**src/rtl/bus_reg_pkg.sv**
```systemverilog
`default_nettype none
// ============================================================================
//  Module      : bus_reg_pkg
//  Description : Shared definitions for the bus register bank: operation
//                encodings and default bank geometry.
//  Contents    : op_t         - 3-bit operation code applied on a write
//                DEFAULT_WIDTH - default register/bus width
//                DEFAULT_DEPTH - default number of registers
//  Revision    : 1.0 - initial release
// ============================================================================
package bus_reg_pkg;

  typedef enum logic [2:0] {
    OP_LOAD = 3'b000,
    OP_INC  = 3'b001,
    OP_DEC  = 3'b010,
    OP_SHL  = 3'b011,
    OP_SHR  = 3'b100,
    OP_CLR  = 3'b101,
    OP_ADD  = 3'b110,
    OP_SUB  = 3'b111
  } op_t;

  localparam int DEFAULT_WIDTH = 8;
  localparam int DEFAULT_DEPTH = 4;

endpackage : bus_reg_pkg
`default_nettype wire

```
**src/rtl/bus_reg_alu.sv**
```systemverilog
`default_nettype none
// ============================================================================
//  Module      : bus_reg_alu
//  Description : Combinational in-place operation unit for the register bank.
//                Produces the new register value and its carry/zero flags.
//  Ports       : r_i      [WIDTH] current value of the destination register
//                b_i      [WIDTH] bus operand
//                op_i     [3]     operation code (op_t)
//                result_o [WIDTH] value to be written back
//                carry_o  [1]     carry-out / borrow / shifted-out bit
//                zero_o   [1]     result_o == 0
//  Revision    : 1.0 - initial release
// ============================================================================
module bus_reg_alu
  import bus_reg_pkg::*;
#(
  parameter int WIDTH = DEFAULT_WIDTH
) (
  input  logic [WIDTH-1:0] r_i,
  input  logic [WIDTH-1:0] b_i,
  input  op_t              op_i,
  output logic [WIDTH-1:0] result_o,
  output logic             carry_o,
  output logic             zero_o
);

  // One bit wider than the operands so the top bit carries the carry-out
  // on addition and the borrow on subtraction (wraps to 1 when r < b).
  logic [WIDTH:0] w_ext;

  always_comb begin
    w_ext    = '0;
    result_o = r_i;
    carry_o  = 1'b0;
    case (op_i)
      OP_LOAD: begin
        result_o = b_i;
      end
      OP_INC: begin
        w_ext    = {1'b0, r_i} + (WIDTH+1)'(1);
        result_o = w_ext[WIDTH-1:0];
        carry_o  = w_ext[WIDTH];
      end
      OP_DEC: begin
        w_ext    = {1'b0, r_i} - (WIDTH+1)'(1);
        result_o = w_ext[WIDTH-1:0];
        carry_o  = w_ext[WIDTH];
      end
      OP_SHL: begin
        result_o = {r_i[WIDTH-2:0], 1'b0};
        carry_o  = r_i[WIDTH-1];
      end
      OP_SHR: begin
        result_o = {1'b0, r_i[WIDTH-1:1]};
        carry_o  = r_i[0];
      end
      OP_CLR: begin
        result_o = '0;
      end
      OP_ADD: begin
        w_ext    = {1'b0, r_i} + {1'b0, b_i};
        result_o = w_ext[WIDTH-1:0];
        carry_o  = w_ext[WIDTH];
      end
      OP_SUB: begin
        w_ext    = {1'b0, r_i} - {1'b0, b_i};
        result_o = w_ext[WIDTH-1:0];
        carry_o  = w_ext[WIDTH];
      end
      default: begin
        result_o = r_i;
      end
    endcase
  end

  assign zero_o = (result_o == '0);

endmodule : bus_reg_alu
`default_nettype wire

```
**src/rtl/bus_reg_bank.sv**
```systemverilog
`default_nettype none
// ============================================================================
//  Module      : bus_reg_bank
//  Description : Bank of DEPTH registers of WIDTH bits sharing one input bus
//                and one output bus. Each accepted write applies an in-place
//                operation to the selected register and updates carry/zero.
//  Ports       : clk     [1]     rising-edge clock
//                rst_n   [1]     asynchronous active-low reset
//                n_load  [1]     active-low write strobe
//                wr_sel  [SEL_W] destination register index
//                op      [3]     operation code (see bus_reg_pkg::op_t)
//                bus_in  [WIDTH] bus operand
//                n_out   [1]     active-low output enable
//                rd_sel  [SEL_W] read-port register index
//                bus_out [WIDTH] reg[rd_sel] when n_out=0, else 0
//                bus_oe  [1]     pad output enable (~n_out)
//                value   [WIDTH] reg[rd_sel], ungated
//                carry   [1]     carry/borrow flag of last accepted write
//                zero    [1]     zero flag of last accepted write
//  Revision    : 1.0 - initial release
// ============================================================================
module bus_reg_bank
  import bus_reg_pkg::*;
#(
  parameter int  WIDTH = DEFAULT_WIDTH,
  parameter int  DEPTH = DEFAULT_DEPTH,
  localparam int SEL_W = $clog2(DEPTH)
) (
  input  logic             clk,
  input  logic             rst_n,
  input  logic             n_load,
  input  logic [SEL_W-1:0] wr_sel,
  input  logic [2:0]       op,
  input  logic [WIDTH-1:0] bus_in,
  input  logic             n_out,
  input  logic [SEL_W-1:0] rd_sel,
  output logic [WIDTH-1:0] bus_out,
  output logic             bus_oe,
  output logic [WIDTH-1:0] value,
  output logic             carry,
  output logic             zero
);

  // Every index an SEL_W-bit select can express.
  localparam int SLOTS = 2**SEL_W;

  logic [WIDTH-1:0] regs_q [DEPTH];
  logic [WIDTH-1:0] regs_d [DEPTH];
  logic             carry_q, carry_d;
  logic             zero_q,  zero_d;

  logic [WIDTH-1:0] w_slot [SLOTS];
  logic             w_wr_valid;
  logic [WIDTH-1:0] w_operand;
  logic [WIDTH-1:0] w_result;
  logic             w_carry;
  logic             w_zero;

  // Pad the bank out to a full power-of-two table so that any select
  // value indexes something; unimplemented slots read as zero.
  for (genvar gi = 0; gi < SLOTS; gi++) begin : g_slot
    if (gi < DEPTH) begin : g_real
      assign w_slot[gi] = regs_q[gi];
    end else begin : g_pad
      assign w_slot[gi] = '0;
    end
  end

  // Writes to unimplemented indices are dropped entirely, flags included.
  if (DEPTH == SLOTS) begin : g_wr_full
    assign w_wr_valid = 1'b1;
  end else begin : g_wr_range
    assign w_wr_valid = (wr_sel < SEL_W'(DEPTH));
  end

  assign w_operand = w_slot[wr_sel];

  bus_reg_alu #(
    .WIDTH    (WIDTH)
  ) u_alu (
    .r_i      (w_operand),
    .b_i      (bus_in),
    .op_i     (op_t'(op)),
    .result_o (w_result),
    .carry_o  (w_carry),
    .zero_o   (w_zero)
  );

  always_comb begin
    regs_d  = regs_q;
    carry_d = carry_q;
    zero_d  = zero_q;
    if (!n_load && w_wr_valid) begin
      for (int i = 0; i < DEPTH; i++) begin
        if (wr_sel == SEL_W'(i)) begin
          regs_d[i] = w_result;
        end
      end
      carry_d = w_carry;
      zero_d  = w_zero;
    end
  end

  always_ff @(posedge clk or negedge rst_n) begin
    if (!rst_n) begin
      for (int i = 0; i < DEPTH; i++) begin
        regs_q[i] <= '0;
      end
      carry_q <= 1'b0;
      zero_q  <= 1'b0;
    end else begin
      regs_q  <= regs_d;
      carry_q <= carry_d;
      zero_q  <= zero_d;
    end
  end

  // Read port is purely combinational from stored state, so a read of the
  // register being written shows the pre-write value until the edge.
  assign value   = w_slot[rd_sel];
  assign bus_out = n_out ? '0 : value;
  assign bus_oe  = ~n_out;
  assign carry   = carry_q;
  assign zero    = zero_q;

endmodule : bus_reg_bank
`default_nettype wire

```
**config.mk**
```make
export PLATFORM = sky130hd
export DESIGN_NAME = bus_reg_bank
export DESIGN_NICKNAME = d
export VERILOG_FILES = /design/src/rtl/bus_reg_pkg.sv /design/src/rtl/bus_reg_alu.sv /design/src/rtl/bus_reg_bank.sv
export SDC_FILE = /design/constraint.sdc
export NUM_CORES = 1
export LEC_CHECK = 0
export ABC_CLOCK_PERIOD_IN_PS = 8200
export CELL_PAD_IN_SITES_DETAIL_PLACEMENT = 1
export CELL_PAD_IN_SITES_GLOBAL_PLACEMENT = 1
export CORE_ASPECT_RATIO = 0.5
export CORE_MARGIN = 1
export CORE_UTILIZATION = 40
export CTS_CLUSTER_SIZE = 40
export DETAILED_ROUTE_END_ITERATION = 8
export GPL_TIMING_DRIVEN = 0
export PLACE_DENSITY_LB_ADDON = 0.1
export SLEW_MARGIN = 10
export SYNTH_ARGS = -nofsm -noshare
export SYNTH_HDL_FRONTEND = slang
export SYNTH_SLANG_ARGS = --single-unit
```
**constraint.sdc**
```tcl
create_clock -name clk -period 8.2 [get_ports clk]
set_input_delay 1.23 -clock clk [delete_from_list [all_inputs] [get_ports clk]]
set_output_delay 1.23 -clock clk [all_outputs]
set_load 0.03 [all_outputs]
```
After elaboration in Yosys (flattened, before gate mapping)

Cells that the tools add are included.

Bits in registers: 34
Word-level logic and storage cells: 42

Add/sub/neg operators: 4
Order comparisons: 2
Equal/unequal tests: 10
Mux-type cells: 9
Bitwise gates (word level): 4
Reductions and logical operators: 7

Operators by type and width:

| cell                                                                | count |
|---|---|
| 8-bit one-hot mux with 8 select lines                               | 1 |
| 8-bit 2-to-1 mux                                                    | 5 |
| 8-bit binary-select mux with 2-bit select                           | 2 |
| 3-bit == test (second input constant)                               | 4 |
| 8-bit by 1-bit adder with 9-bit output (second input constant)      | 1 |
| 8-bit by 8-bit adder with 9-bit output                              | 1 |
| 8-bit by 1-bit subtractor with 9-bit output (second input constant) | 1 |
| 8-bit by 8-bit subtractor with 9-bit output                         | 1 |
| 8-bit logical NOT                                                   | 1 |
| 2-bit AND reduction                                                 | 4 |
| 3-bit by 2-bit == test with 1-bit output (second input constant)    | 2 |
| 3-bit >= comparator (second input constant)                         | 2 |
| 2-bit NOT with 3-bit output                                         | 2 |
| 1-bit one-hot mux with 6 select lines                               | 1 |
| 2-bit == test (second input constant)                               | 2 |
| 3-bit by 1-bit == test with 1-bit output (second input constant)    | 1 |
| 3-bit logical NOT                                                   | 1 |
| 2-bit by 1-bit == test with 1-bit output (second input constant)    | 1 |
| 2-bit logical NOT                                                   | 1 |
| 1-bit NOT                                                           | 2 |

Logic depth before layout (Yosys ltp)

Gate-level depths: netlist of the first run.

Depth after elaboration: 7
Depth in mapped cells: 13

By module

Synthesis of the first run repeated with hierarchy kept, for this count alone.

Cells, all modules: 323
Area total of the unflattened synthesis: 3294.4 sq um

By module, submodules not included:

| module       | instances | cells each | area each (sq um) | seq. area each (sq um) |
|---|---|---|---|---|
| bus_reg_bank | 1         | 102        | 1778.0            | 850.8 |
| bus_reg_alu  | 1         | 221        | 1516.5            | 0.0 |

Worst setup path before layout of the first run

Ideal clock, no wire load.

Path kind: input -> register
Start point: in wr_sel[0]
End point: reg zero_q, in the netlist zero
Setup time: 0.120 ns
Data arrival time: 4.012 ns
Required time: 8.080 ns
Path slack: 4.069 ns
Stages: 13
Path buffers: 3
Cells stage by stage: buf_6 > mux4_2 > buf_4 > ha_1 > clkbuf_1 > nor3b_1 > a211oi_1 > a211oi_1 > or3_1 > a211o_1 > a41oi_1 > a31oi_2 > a31o_1

Longest elaborated chain between the ends: 7
Elaborated cells between the ends (all ways): 10
Those cells by class: add/sub: 4; mux: 4; bitwise: 1; reduce/logical: 1

Ends and longest elaborated chain:

| element                                                             | line                | RTL |
|---|---|---|
| start, declared                                                     | bus_reg_bank.sv:32  | `input logic [SEL_W-1:0] wr_sel,` |
| 2-bit NOT with 3-bit output (implied by the code) (*)               | bus_reg_bank.sv:76  | `assign w_operand = w_slot[wr_sel];` |
| 8-bit binary-select mux with 2-bit select (*)                       | bus_reg_bank.sv:76  |  |
| 8-bit 2-to-1 mux (implied by the code) (*) (2 in series)            | bus_reg_bank.sv:76  |  |
| 8-bit by 8-bit subtractor with 9-bit output (tied with other cells) | bus_reg_alu.sv:66   | `w_ext = {1'b0, r_i} - {1'b0, b_i};` |
| 8-bit one-hot mux with 8 select lines (*)                           | bus_reg_alu.sv:35   | `case (op_i)` |
| 8-bit logical NOT (*)                                               | bus_reg_alu.sv:76   | `assign zero_o = (result_o == '0);` |
| end signal, assigned                                                | bus_reg_bank.sv:114 | `zero_q <= zero_d;` |
| end, declared                                                       | bus_reg_bank.sv:50  | `logic zero_q, zero_d;` |

Mark *: on every way between the ends. The rest lies on a longest branch, timed or not. The select of a mux whose other input is x is not followed.
A chain may end at the register's enable or synchronous reset.

Worst setup path after layout of the first run

Start point: in rd_sel[0]
End point: out bus_out[6]

Longest elaborated chain between the ends: 5

Ends and longest elaborated chain:

| element                                              | line                | RTL |
|---|---|---|
| start, declared                                      | bus_reg_bank.sv:36  | `input logic [SEL_W-1:0] rd_sel,` |
| 2-bit NOT with 3-bit output (implied by the code)    | bus_reg_bank.sv:120 | `assign value = w_slot[rd_sel];` |
| 8-bit binary-select mux with 2-bit select            | bus_reg_bank.sv:120 |  |
| 8-bit 2-to-1 mux (implied by the code) (2 in series) | bus_reg_bank.sv:120 |  |
| 8-bit 2-to-1 mux                                     | bus_reg_bank.sv:121 | `assign bus_out = n_out ? '0 : value;` |
| end, declared                                        | bus_reg_bank.sv:37  | `output logic [WIDTH-1:0] bus_out,` |

Every way passes these cells. The select of a mux whose other input is x is not followed.

==> results of run 1 <==
## cells in the mapped netlist, types with 3 or more instances
cell	count	share of area
o21ai_0	43	0.069
and2_1	10	0.020
mux2i_1	4	0.013
a22oi_1	3	0.0072
nand3b_1	4	0.0096
mux4_2	16	0.12
nor3_1	9	0.014
buf_1	3	0.0036
nand2_1	47	0.056
o22ai_1	3	0.0060
a211oi_1	4	0.0096
and3_1	3	0.0060
nor2_1	19	0.023
o21bai_1	3	0.0072
xnor2_1	7	0.020
a31oi_1	5	0.010
a21oi_1	18	0.029
ha_1	18	0.072
or3_1	3	0.0060
nand3_1	8	0.013
or2_2	3	0.0060
xor2_1	4	0.011
a221oi_1	3	0.0084
o31ai_1	4	0.0096
inv_1	23	0.028
nor2b_1	3	0.0060
buf_6	3	0.011
clkbuf_1	13	0.016
dfrtp_1	34	0.27
## sequential cells by signal, summed over array words and instances (netlist names)
signal and cells:
carry 1, regs_q 32, zero 1
## cells in the final DEF, fill, tap and decap left out, types with 8 or more instances in the layout
cell	count
o21ai_0	43
nand2_1	47
clkdlybuf4s50_1	32
mux4_2	16
dfrtp_1	34
nor2_1	19
ha_1	18
nand3_1	8
nor3_1	9
clkbuf_1	14
inv_1	23
a21oi_1	18
and2_1	10
## worst max-delay path, delay by kind of cell
family | cells | cell delay [ps]
and+or+nand+nor | 1 | 190
buffers and inverters | 2 | 1170
muxes | 1 | 620
## layer usage
| layer | track usage | vias to the layer above | wire [µm] |
|---|---|---|---|
| met4 | 0.0759 | 0 | 144 |
| met2 | 0.480 | 113 | 5100 |
| li1 | - | 1398 | - |
| met5 | 0 | - | 0 |
| met3 | 0.0388 | 19 | 530 |
| met1 | 0.371 | 1586 | 4960 |
## cells by family after synthesis
| logic type | count (synthesis) |
|---|---|
| buf+inv | 46 |
| xor+xnor | 11 |
| flops | 34 |
| mux | 22 |
| fa+ha+maj | 20 |
| compound gates | 108 |
| simple gates | 122 |
## worst max-delay path by stage
| stage | from | to | slack [ps] | cells past startpoint |
|---|---|---|---|---|
| 2_1_floorplan | wr_sel[0] | zero | 4070 | 13 |
| 3_3_place_gp | wr_sel[0] | zero | 3680 | 13 |
| 3_5_place_dp | wr_sel[0] | zero | 3610 | 13 |
| 4_1_cts | rd_sel[0] | bus_out[6] | 3710 | 4 |
| 5_1_grt | wr_sel[0] | zero | 3620 | 13 |
| 6_report | rd_sel[0] | bus_out[6] | 3750 | 4 |
## cell type report
class	instances	share of cell area
inverter	24	0.0241
buffer	22	0.0298
multi-input combinational	283	0.556
sequential	34	0.228
clock buffer	7	0.0381
timing repair buffer	33	0.0870
clock inverter	1	0.00134
tap	108	0.0361
## power breakdown
| part | leakage [nW] | internal, W | switching (W) | total [W] |
|---|---|---|---|---|
| Combinational | 1.02 | 0.000239 | 0.000361 | 0.000601 |
| Sequential | 0.434 | 0.000221 | 0.0000427 | 0.000263 |
| Clock | 0.0739 | 0.000120 | 0.0000691 | 0.000189 |
## metrics by stage
step	std cells	cell area, µm²
after floorplan	363	3130
after global placement	504	3600
after detailed placement	504	3590
after CTS	512	3740
after global routing	512	3740
final	512	3740
==> results.json, run 1 <==
{
  "multi_input_area_um2": 2080,
  "clockRootBuffer": "clkbuf_16",
  "start_kind": "input port",
  "r2r-start": "regs_q[10]",
  "muxShareOfSynthArea": 0.135,
  "drc": 0,
  "grt_pass1_wl_um": 17300,
  "yosys.area_share.simple": 0.195,
  "p_total_w": 0.00105,
  "die_height_um": 64.6,
  "synth_compound_area_frac": 0.218,
  "gp_congestion": 0.890,
  "drive_above_1_share": 0.106,
  "finalHoldViolations": 0,
  "tightestPinTransition_ps": 799,
  "syn_nets": 402,
  "cts.sinks": 34,
  "fmax_mhz": 225,
  "numCtsBuffers": 5,
  "grt_usage": 0.279,
  "avgRoutedWirePerCell_um": 21.0,
  "ant_nets": 0,
  "io_buffer_count": 33,
  "dr_total_vias": 3116,
  "ys_seq_area_frac": 0.272,
  "area_delta_synth_final_pct": 19.4,
  "viasPerCell": 6.09,
  "grt_max_degree": 35,
  "core_um2": 7460,
  "regArea_um2": 851,
  "crit_type": "in -> out",
  "end_kind": "output pin",
  "fin_skew_ps": 3.86,
  "cts_tree": "yes",
  "ctsResizeCount": 0,
  "pin_count": 38,
  "routed_wl_um": 10700,
  "rrSetupSlack_ps": 4500,
  "clk_pin_slew_ps": 50,
  "ys_ff_latch": 34,
  "relSlewSlack": 0.464,
  "syn_inst": 363,
  "rows": 22,
  "ir_worst_vdd_v": 0.000131,
  "fillCellCount": 895,
  "final_max_slew_viol_count": 0,
  "async_flop_share": 1.00,
  "worst_r2r_path_depth": 12,
  "start_util": 0.420,
  "clk_latency_ps": 280,
  "clockBufferDepth": 2,
  "layout.nets": 442,
  "critPathMaxFanout": 8,
  "fin_tns_setup_ps": 0,
  "die-area_um2": 8210,
  "setup_viol": 0,
  "min_period_ps": 4450,
  "ys_warn_count": 0,
  "timing.rr.end": "zero",
  "fin_crit_sh": 0.543,
  "rsz0062_at_grt": "no",
  "crit_slowest_cell": "mux4_2",
  "hp-class": "reg -> reg",
  "cp.required_ps": 6970,
  "crit_path_cell_trace": "clkbuf_1, mux4_2, and2_1, clkdlybuf4s50_1",
  "dr.first_iter.drc_count": 194,
  "die_w_um": 127,
  "min_path_cells": 2,
  "slowest_delay_ps": 620,
  "hold_ws_ps": 501,
  "antenna_found_initial": 0,
  "cts.hold.buffers_added": 0,
  "status": "complete, no violations",
  "p_leak_nw": 1.53,
  "drt_pass1_iterations": 4,
  "hold_end": "regs_q[19]",
  "synth_top_family_by_area": "compound AO/OA/AOI/OAI gates",
  "diodes": 0,
  "syn_area_um2": 3130,
  "htree_levels": 2,
  "synth_edf_count": 0,
  "cts_setup_buffers": 0,
  "hp-start": "regs_q[19]",
  "utilization": 0.501,
  "place_ws_ps": 3610,
  "grt_overflow_total": 0,
  "cap_violations": 0,
  "postSynthAreaPerCell_um2": 8.63,
  "yosys.area_share.xor_xnor": 0.0308,
  "fin_ws_ps": 3750,
  "synth_ff_type": "dfrtp_1",
  "synthAdderAreaFrac": 0.0847,
  "power.density_nw_per_um2": 282,
  "grt_pass1_vias": 3200,
  "hpwl_um": 8110,
  "critPathArrivalTime_ps": 3220,
  "synth.distinct_cells": 65
}
No activity file was read; power rests on OpenSTA's default activity.
==> inputs of run 2 (changes only) <==
--- a/config.mk
+++ b/config.mk
@@ -5,7 +5,7 @@
 export SDC_FILE = /design/constraint.sdc
 export NUM_CORES = 1
 export LEC_CHECK = 0
-export ABC_CLOCK_PERIOD_IN_PS = 8200
+export ABC_CLOCK_PERIOD_IN_PS = 4650
 export CELL_PAD_IN_SITES_DETAIL_PLACEMENT = 1
 export CELL_PAD_IN_SITES_GLOBAL_PLACEMENT = 1
 export CORE_ASPECT_RATIO = 0.5
==> constraint.sdc (replaced) <==
create_clock -name clk -period 4.65 [get_ports clk]
set_input_delay 0.6975 -clock clk [delete_from_list [all_inputs] [get_ports clk]]
set_output_delay 0.6975 -clock clk [all_outputs]
set_load 0.03 [all_outputs]
==> results of run 2 <==
The final DEF is identical to that of run 1. Status: complete, no violations.
Among the figures that moved: setup slack after placement 3610 ps -> 593 ps; setup slack after layout 3750 ps -> 768 ps; hold slack 501 ps -> 488 ps; start point of the critical path rd_sel[0] -> wr_sel[0]; end point of the critical path bus_out[6] -> zero; register-to-register setup slack 4500 ps -> 950 ps; total power 0.00105 W -> 0.00186 W; worst IR drop on VDD 0.000131 V -> 0.000230 V
==> inputs of run 3 (changes only) <==
--- a/config.mk
+++ b/config.mk
@@ -5,7 +5,7 @@
 export SDC_FILE = /design/constraint.sdc
 export NUM_CORES = 1
 export LEC_CHECK = 0
-export ABC_CLOCK_PERIOD_IN_PS = 4650
+export ABC_CLOCK_PERIOD_IN_PS = 4000
 export CELL_PAD_IN_SITES_DETAIL_PLACEMENT = 1
 export CELL_PAD_IN_SITES_GLOBAL_PLACEMENT = 1
 export CORE_ASPECT_RATIO = 0.5
==> constraint.sdc (replaced) <==
create_clock -name clk -period 4 [get_ports clk]
set_input_delay 0.6 -clock clk [delete_from_list [all_inputs] [get_ports clk]]
set_output_delay 0.6 -clock clk [all_outputs]
set_load 0.03 [all_outputs]
==> results of run 3 <==
The final DEF is identical to that of run 1. Status: complete, no violations.
Among the figures that moved: setup slack after placement 3610 ps -> 40.2 ps; setup slack after layout 3750 ps -> 216 ps; hold slack 501 ps -> 390 ps; start point of the critical path rd_sel[0] -> wr_sel[0]; end point of the critical path bus_out[6] -> zero; register-to-register setup slack 4500 ps -> 300 ps; total power 0.00105 W -> 0.00216 W; worst IR drop on VDD 0.000131 V -> 0.000268 V
